==> config.mk <==
export PLATFORM = sky130hd
export DESIGN_NAME = pipelined_cpa
export DESIGN_NICKNAME = d
export VERILOG_FILES = /design/src/rtl/cpa_pkg.sv /design/src/rtl/cpa_segment.sv /design/src/rtl/full_adder.sv /design/src/rtl/pipelined_cpa.sv
export SDC_FILE = /design/constraint.sdc
export NUM_CORES = 1
export LEC_CHECK = 0
export ABC_AREA = 1
export CELL_PAD_IN_SITES_DETAIL_PLACEMENT = 1
export CELL_PAD_IN_SITES_GLOBAL_PLACEMENT = 1
export CORE_UTILIZATION = 45
export CTS_CLUSTER_DIAMETER = 30
export CTS_CLUSTER_SIZE = 30
export DETAILED_ROUTE_END_ITERATION = 8
export PLACE_DENSITY_LB_ADDON = 0.2
export SLEW_MARGIN = 20
export SYNTH_ARGS = -nofsm -noshare
export SYNTH_HDL_FRONTEND = slang
export SYNTH_SLANG_ARGS = --single-unit
==> constraint.sdc <==
create_clock -name clk -period 4 [get_ports clk]
set_input_delay 0.6 -clock clk [delete_from_list [all_inputs] [get_ports clk]]
set_output_delay 0.6 -clock clk [all_outputs]
set_load 0.02 [all_outputs]
==> src/rtl/cpa_pkg.sv <==
// Shared sizing helpers for the pipelined carry-propagate adder.
// Segment k covers bits [seg_lo(k) +: seg_w(k)]; the last segment may be narrower.
package cpa_pkg;

    localparam int CPA_WIDTH     = 13;
    localparam int CPA_SEG_WIDTH = 4;

    function automatic int cpa_nstages(input int width, input int seg);
        return (width + seg - 1) / seg;
    endfunction

    function automatic int seg_lo(input int k, input int seg);
        return k * seg;
    endfunction

    function automatic int seg_w(input int k, input int width, input int seg);
        int rem;
        rem = width - k * seg;
        return (rem < seg) ? rem : seg;
    endfunction

endpackage

==> src/rtl/cpa_segment.sv <==
// Combinational W-bit ripple adder built from full_adder cells.
// Ports: a_i/b_i operands, c_i carry-in; s_o sum, c_o carry-out.
module cpa_segment #(
    parameter int W = 4
) (
    input  logic [W-1:0] a_i,
    input  logic [W-1:0] b_i,
    input  logic         c_i,
    output logic [W-1:0] s_o,
    output logic         c_o
);

    logic [W:0] c;

    assign c[0] = c_i;

    for (genvar i = 0; i < W; i++) begin : g_bit
        full_adder u_fa (
            .a_i(a_i[i]),
            .b_i(b_i[i]),
            .c_i(c[i]),
            .s_o(s_o[i]),
            .c_o(c[i+1])
        );
    end

    assign c_o = c[W];

endmodule

==> src/rtl/full_adder.sv <==
// Single-bit full adder cell.
// Ports: a_i, b_i, c_i in; s_o sum, c_o carry out.
module full_adder (
    input  logic a_i,
    input  logic b_i,
    input  logic c_i,
    output logic s_o,
    output logic c_o
);

    assign s_o = a_i ^ b_i ^ c_i;
    assign c_o = (a_i & b_i) | (c_i & (a_i ^ b_i));

endmodule

==> src/rtl/pipelined_cpa.sv <==
// Pipelined carry-propagate adder: one SEG_WIDTH ripple segment per stage,
// carry registered between stages, global-enable valid/ready handshake.
// Ports: clk, rst_n (async low); in_valid/in_ready, a, b, cin upstream;
// out_valid/out_ready, s, cout downstream.
// Macro PIPELINED_CPA_SUB_EN adds input sub: s = a - b, cout = no-borrow.
module pipelined_cpa
    import cpa_pkg::*;
#(
    parameter int WIDTH     = CPA_WIDTH,
    parameter int SEG_WIDTH = CPA_SEG_WIDTH
) (
    input  logic             clk,
    input  logic             rst_n,
    input  logic             in_valid,
    output logic             in_ready,
    input  logic [WIDTH-1:0] a,
    input  logic [WIDTH-1:0] b,
    input  logic             cin,
`ifdef PIPELINED_CPA_SUB_EN
    input  logic             sub,
`endif
    output logic             out_valid,
    input  logic             out_ready,
    output logic [WIDTH-1:0] s,
    output logic             cout
);

    localparam int NSTAGES = cpa_nstages(WIDTH, SEG_WIDTH);

    logic             adv;
    logic [WIDTH-1:0] b0;
    logic             c0;

`ifdef PIPELINED_CPA_SUB_EN
    assign b0 = sub ? ~b : b;
    assign c0 = sub ? 1'b1 : cin;
`else
    assign b0 = b;
    assign c0 = cin;
`endif

    assign adv      = !out_valid || out_ready;
    assign in_ready = adv;

    // Stage data word layout (input to stage k, width 2*WIDTH-LO):
    //   [LO-1:0]          sum bits already resolved
    //   [WIDTH-1:LO]      raw A bits, kept at their natural positions
    //   [2*WIDTH-LO-1:W]  raw B bits LO..WIDTH-1
    // Each stage replaces its A segment by the sum and drops its B segment,
    // so the word shrinks by SW bits per stage and ends as exactly s.
    for (genvar k = 0; k < NSTAGES; k++) begin : g_stg
        localparam int LO = seg_lo(k, SEG_WIDTH);
        localparam int SW = seg_w(k, WIDTH, SEG_WIDTH);
        localparam int HI = LO + SW;
        localparam int IW = 2 * WIDTH - LO;
        localparam int OW = 2 * WIDTH - HI;
        localparam logic [WIDTH-1:0] ONES  = '1;
        localparam logic [WIDTH-1:0] SMASK = (ONES >> (WIDTH - SW)) << LO;

        logic [IW-1:0]    din;
        logic             cy_i;
        logic             vld_i;
        logic [SW-1:0]    seg_s;
        logic             seg_c;
        logic [WIDTH-1:0] lo_d;
        logic [IW-1:0]    hi_d;
        logic [OW-1:0]    dat_d;
        logic [OW-1:0]    dat_q;
        logic             cy_q;
        logic             vld_q;

        if (k == 0) begin : g_head
            assign din   = {b0, a};
            assign cy_i  = c0;
            assign vld_i = in_valid;
        end else begin : g_tail
            assign din   = g_stg[k-1].dat_q;
            assign cy_i  = g_stg[k-1].cy_q;
            assign vld_i = g_stg[k-1].vld_q;
        end

        cpa_segment #(
            .W(SW)
        ) u_seg (
            .a_i(din[HI-1:LO]),
            .b_i(din[WIDTH+SW-1:WIDTH]),
            .c_i(cy_i),
            .s_o(seg_s),
            .c_o(seg_c)
        );

        assign lo_d  = (din[WIDTH-1:0] & ~SMASK) | (WIDTH'(seg_s) << LO);
        assign hi_d  = (din >> (WIDTH + SW)) << WIDTH;
        assign dat_d = OW'(hi_d | IW'(lo_d));

        // Data only loads with a valid token so the last stage (s/cout)
        // keeps its value across bubbles.
        always_ff @(posedge clk or negedge rst_n) begin
            if (!rst_n) begin
                dat_q <= '0;
                cy_q  <= 1'b0;
                vld_q <= 1'b0;
            end else if (adv) begin
                vld_q <= vld_i;
                if (vld_i) begin
                    dat_q <= dat_d;
                    cy_q  <= seg_c;
                end
            end
        end
    end

    assign s         = g_stg[NSTAGES-1].dat_q;
    assign cout      = g_stg[NSTAGES-1].cy_q;
    assign out_valid = g_stg[NSTAGES-1].vld_q;

endmodule
==> key figures <==
Routing
  • Number of routed nets with antenna violations: 0
  • Drt total wl: 6418 um
  • Routed wire length per instance: 12.68 um
  • Drc violations: 0
  • DRT iter0 DRCs: 89
  • Via count: roughly 2400
  • Avg Vias per Cell: 4.810
  • DRT Pass-1 Iters: 4

Job
  • Max-cap viol count: 0

Synthesis
  • Area share of the largest cell type after synthesis: 0.5578
  • Synthesized instance count: 366
  • Synth Net Count: a little over 400
  • Syn Std Cell Area: 0.003364 mm^2
  • Number of synthesized flops with an enable pin: 0
  • Sequential element share of the synthesized area: 0.5578
  • Post-synth ARST share: 1.000
  • Most used flip-flop cell after synthesis: dfrtp_1
  • Yosys reg bits: 75
  • Synth area leader: dfrtp_1
  • Area contributors post-synth: dfrtp_1 56%, nand2_1 16%, nand3_1 11%
  • Post-synth top cells: 147 x nand2_1, 75 x dfrtp_1, 73 x nand3_1
  • Synth cell types: 15
  • Synth Area per Inst: just over 9 um^2
  • Syn. warnings: 0
  • Top-count cell post-synth: nand2_1

Critical path
  • Crit start category: input pin
  • FF-to-FF Start: g_stg[0].cy_q$_DFFE_PN0P_
  • Crit Path Category: input pin to primary output
  • Nature of the critical path endpoint: primary output
  • Crit path max fanout: 48
  • FF-to-FF setup slack: 1640 ps
  • RR Endpoint: g_stg[1].dat_q[7]$_DFFE_PN0P_
  • Worst R2R Path Depth: 10
  • Critical path required time: 3400 ps
  • Arrival @ worst endpoint: 2210 ps

Floorplanning
  • # IOs: 47
  • Die area: 0.007826 mm^2
  • Core Area: 0.007253 mm^2
  • Die X: 88.47 um
  • Rows: 31
  • Initial Util: 0.4639
  • Die Ht: 88.47 um

STA
  • Max-slew headroom: 0.3800
  • Post-route setup TNS: 0 ps
  • Measured slew at the worst slew-check pin: just over 900 ps
  • RSZ-0062 raised after global routing: false
  • Crit path time final: 2809 ps
  • Max Freq: roughly 0.36 GHz
  • Endpoints failing hold: 0
  • Crit share post-route: 0.7023
  • Clock skew: between 4 and 5 ps
  • Finish-stage setup viols: 0
  • Final worst slack: 1191 ps
  • Max Transition Viols Final: 0

Place
  • Placed insts: 490
  • Routability Congestion: 0.7193
  • DP HPWL: approximately 4300 um
  • Dpl ws: between 1000 and 1500 ps
  • Port bufs: 46

Clocking
  • Postcts setup bufs: 0
  • Worst skew pair latency: 350 ps
  • TritonCTS clock tree: yes
  • Hold-fix buffers, CTS: 0
  • CTS root buffer: clkbuf_8
  • CTS H-Tree Depth: 3
  • TritonCTS Buffers: 9
  • Clock-pin transition on the worst setup and hold timing paths: 80 ps
  • Sink Count: 75
  • Clock Tree Buf Depth: 2
  • CTS resizes: 0

Global routing
  • Largest net degree at the start of global routing: 76
  • Gr usage total: 0.1928
  • Remaining global-route overflow: 0
  • Vias in the first global route: 2476
  • First-pass GRT wire length: 11490 um
  • Initial antenna violation count: 0

Power
  • Max VDD drop: 0.0003051 V
  • PwrDens: 718.4 mW/mm^2
  • Leakage: 2.112 nW
  • Flop pwr share: 0.448
  • Switch Pwr: 0.001073 W
  • Sw Share: 0.3725
  • Clock Power Share: 0.218
  • Logic gate share of total power: 0.334
  • Int Pwr: 0.001807 W

Final layout
  • Post-Layout Cell Count: 506
  • Antenna fix cells: 0
  • Share of layout cells above drive strength 1: 0.05405
  • FF/Latch Area: 0.001877 mm^2
  • Fin util: 0.5527
  • Area Overhead vs Synth: 19.15%
  • Fillers: 850
  • Multi-input gate area: 0.001206 mm^2
  • Nets: 446

Status
  • Status: finished, final reports clean

Hold path
  • Min-Delay Path Class: input pin to async pin
## registers in the layout (all words and copies together), names as in the netlist
name         count
g_stg.cy_q       3
s               13
out_valid        1
g_stg.dat_q     54
cout             1
g_stg.vld_q      3
## metrics by stage
step / hold WS (ps) / power, W / instance area, um^2
after floorplan: 304.4 / 0.001973 / 3364
after global placement: 453.5 / 0.002217 / 3792
after detailed placement: 458.2 / 0.002282 / 3792
after CTS: 412.9 / 0.002931 / 4009
after global routing: 456.6 / 0.003139 / 4009
final: 386.3 / 0.002880 / 4009
## cells in the final DEF, fill, tap and decap left out
cell | Yosys | layout
clkbuf_8 | 0 | 9
dfrtp_1 | 75 | 75
inv_2 | 1 | 1
clkinv_2 | 0 | 2
nand3_1 | 73 | 73
nand2_4 | 1 | 1
nand2_1 | 147 | 147
buf_4 | 4 | 2
bufinv_16 | 0 | 2
o21ai_0 | 1 | 1
inv_1 | 31 | 31
nand2_2 | 2 | 2
clkinvlp_4 | 0 | 3
fa_1 | 13 | 13
clkdlybuf4s50_1 | 0 | 45
## critical path, stage by stage
cell and delay (ps):
clkdlybuf4s50_1 470, inv_2 60, nand2_4 360, clkdlybuf4s50_1 700
## worst max-delay path by stage
stage / start / endpoint / slack, ps / cells past startpoint
after floorplan: a[0] / g_stg[0].dat_q[3]$_DFFE_PN0P_ / 1710 / 10
after CTS: out_ready / in_ready / 1190 / 4
after global routing: out_ready / in_ready / 1120 / 4
final: out_ready / in_ready / 1190 / 4
after global placement: out_ready / in_ready / 1190 / 4
after detailed placement: b[0] / g_stg[0].dat_q[3]$_DFFE_PN0P_ / 1130 / 11
## power by group through the flow
stage	Combinational [W]	Clock [W]	Sequential [W]
finish	0.000961	0.000628	0.00129
global route	0.00113	0.000677	0.00134
CTS	0.000987	0.000650	0.00129
detailed placement	0.000977	0	0.00131
global placement	0.000931	0	0.00129
floorplan	0.000685	0	0.00129
## layer usage
layer  wire (um)  GRT usage  share of wire  up-vias
met4          85    0.08798          0.013        0
met1        2959     0.2466           0.46     1176
li1            -          -              -     1200
met3         221    0.03358          0.034        7
met2        3151     0.3217           0.49       51
met5           0          0              0        -
## cell type report
type / instances / area share
sequential: 75 / 0.4682
multi-input combinational: 237 / 0.3009
timing repair buffer: 47 / 0.1161
clock buffer: 9 / 0.03090
tap: 99 / 0.03090
inverter: 32 / 0.02996
clock inverter: 7 / 0.02310
## cell families after synthesis
group	Yosys count	share of synthesized area
and+or+nand+nor	223	0.2797
AOI/OAI and AO/OA	1	0.001486
adders and majority gates	13	0.07735
buffers and inverters	54	0.08367
DFF	75	0.5578
Note: power is estimated with default switching activity, not from simulation.
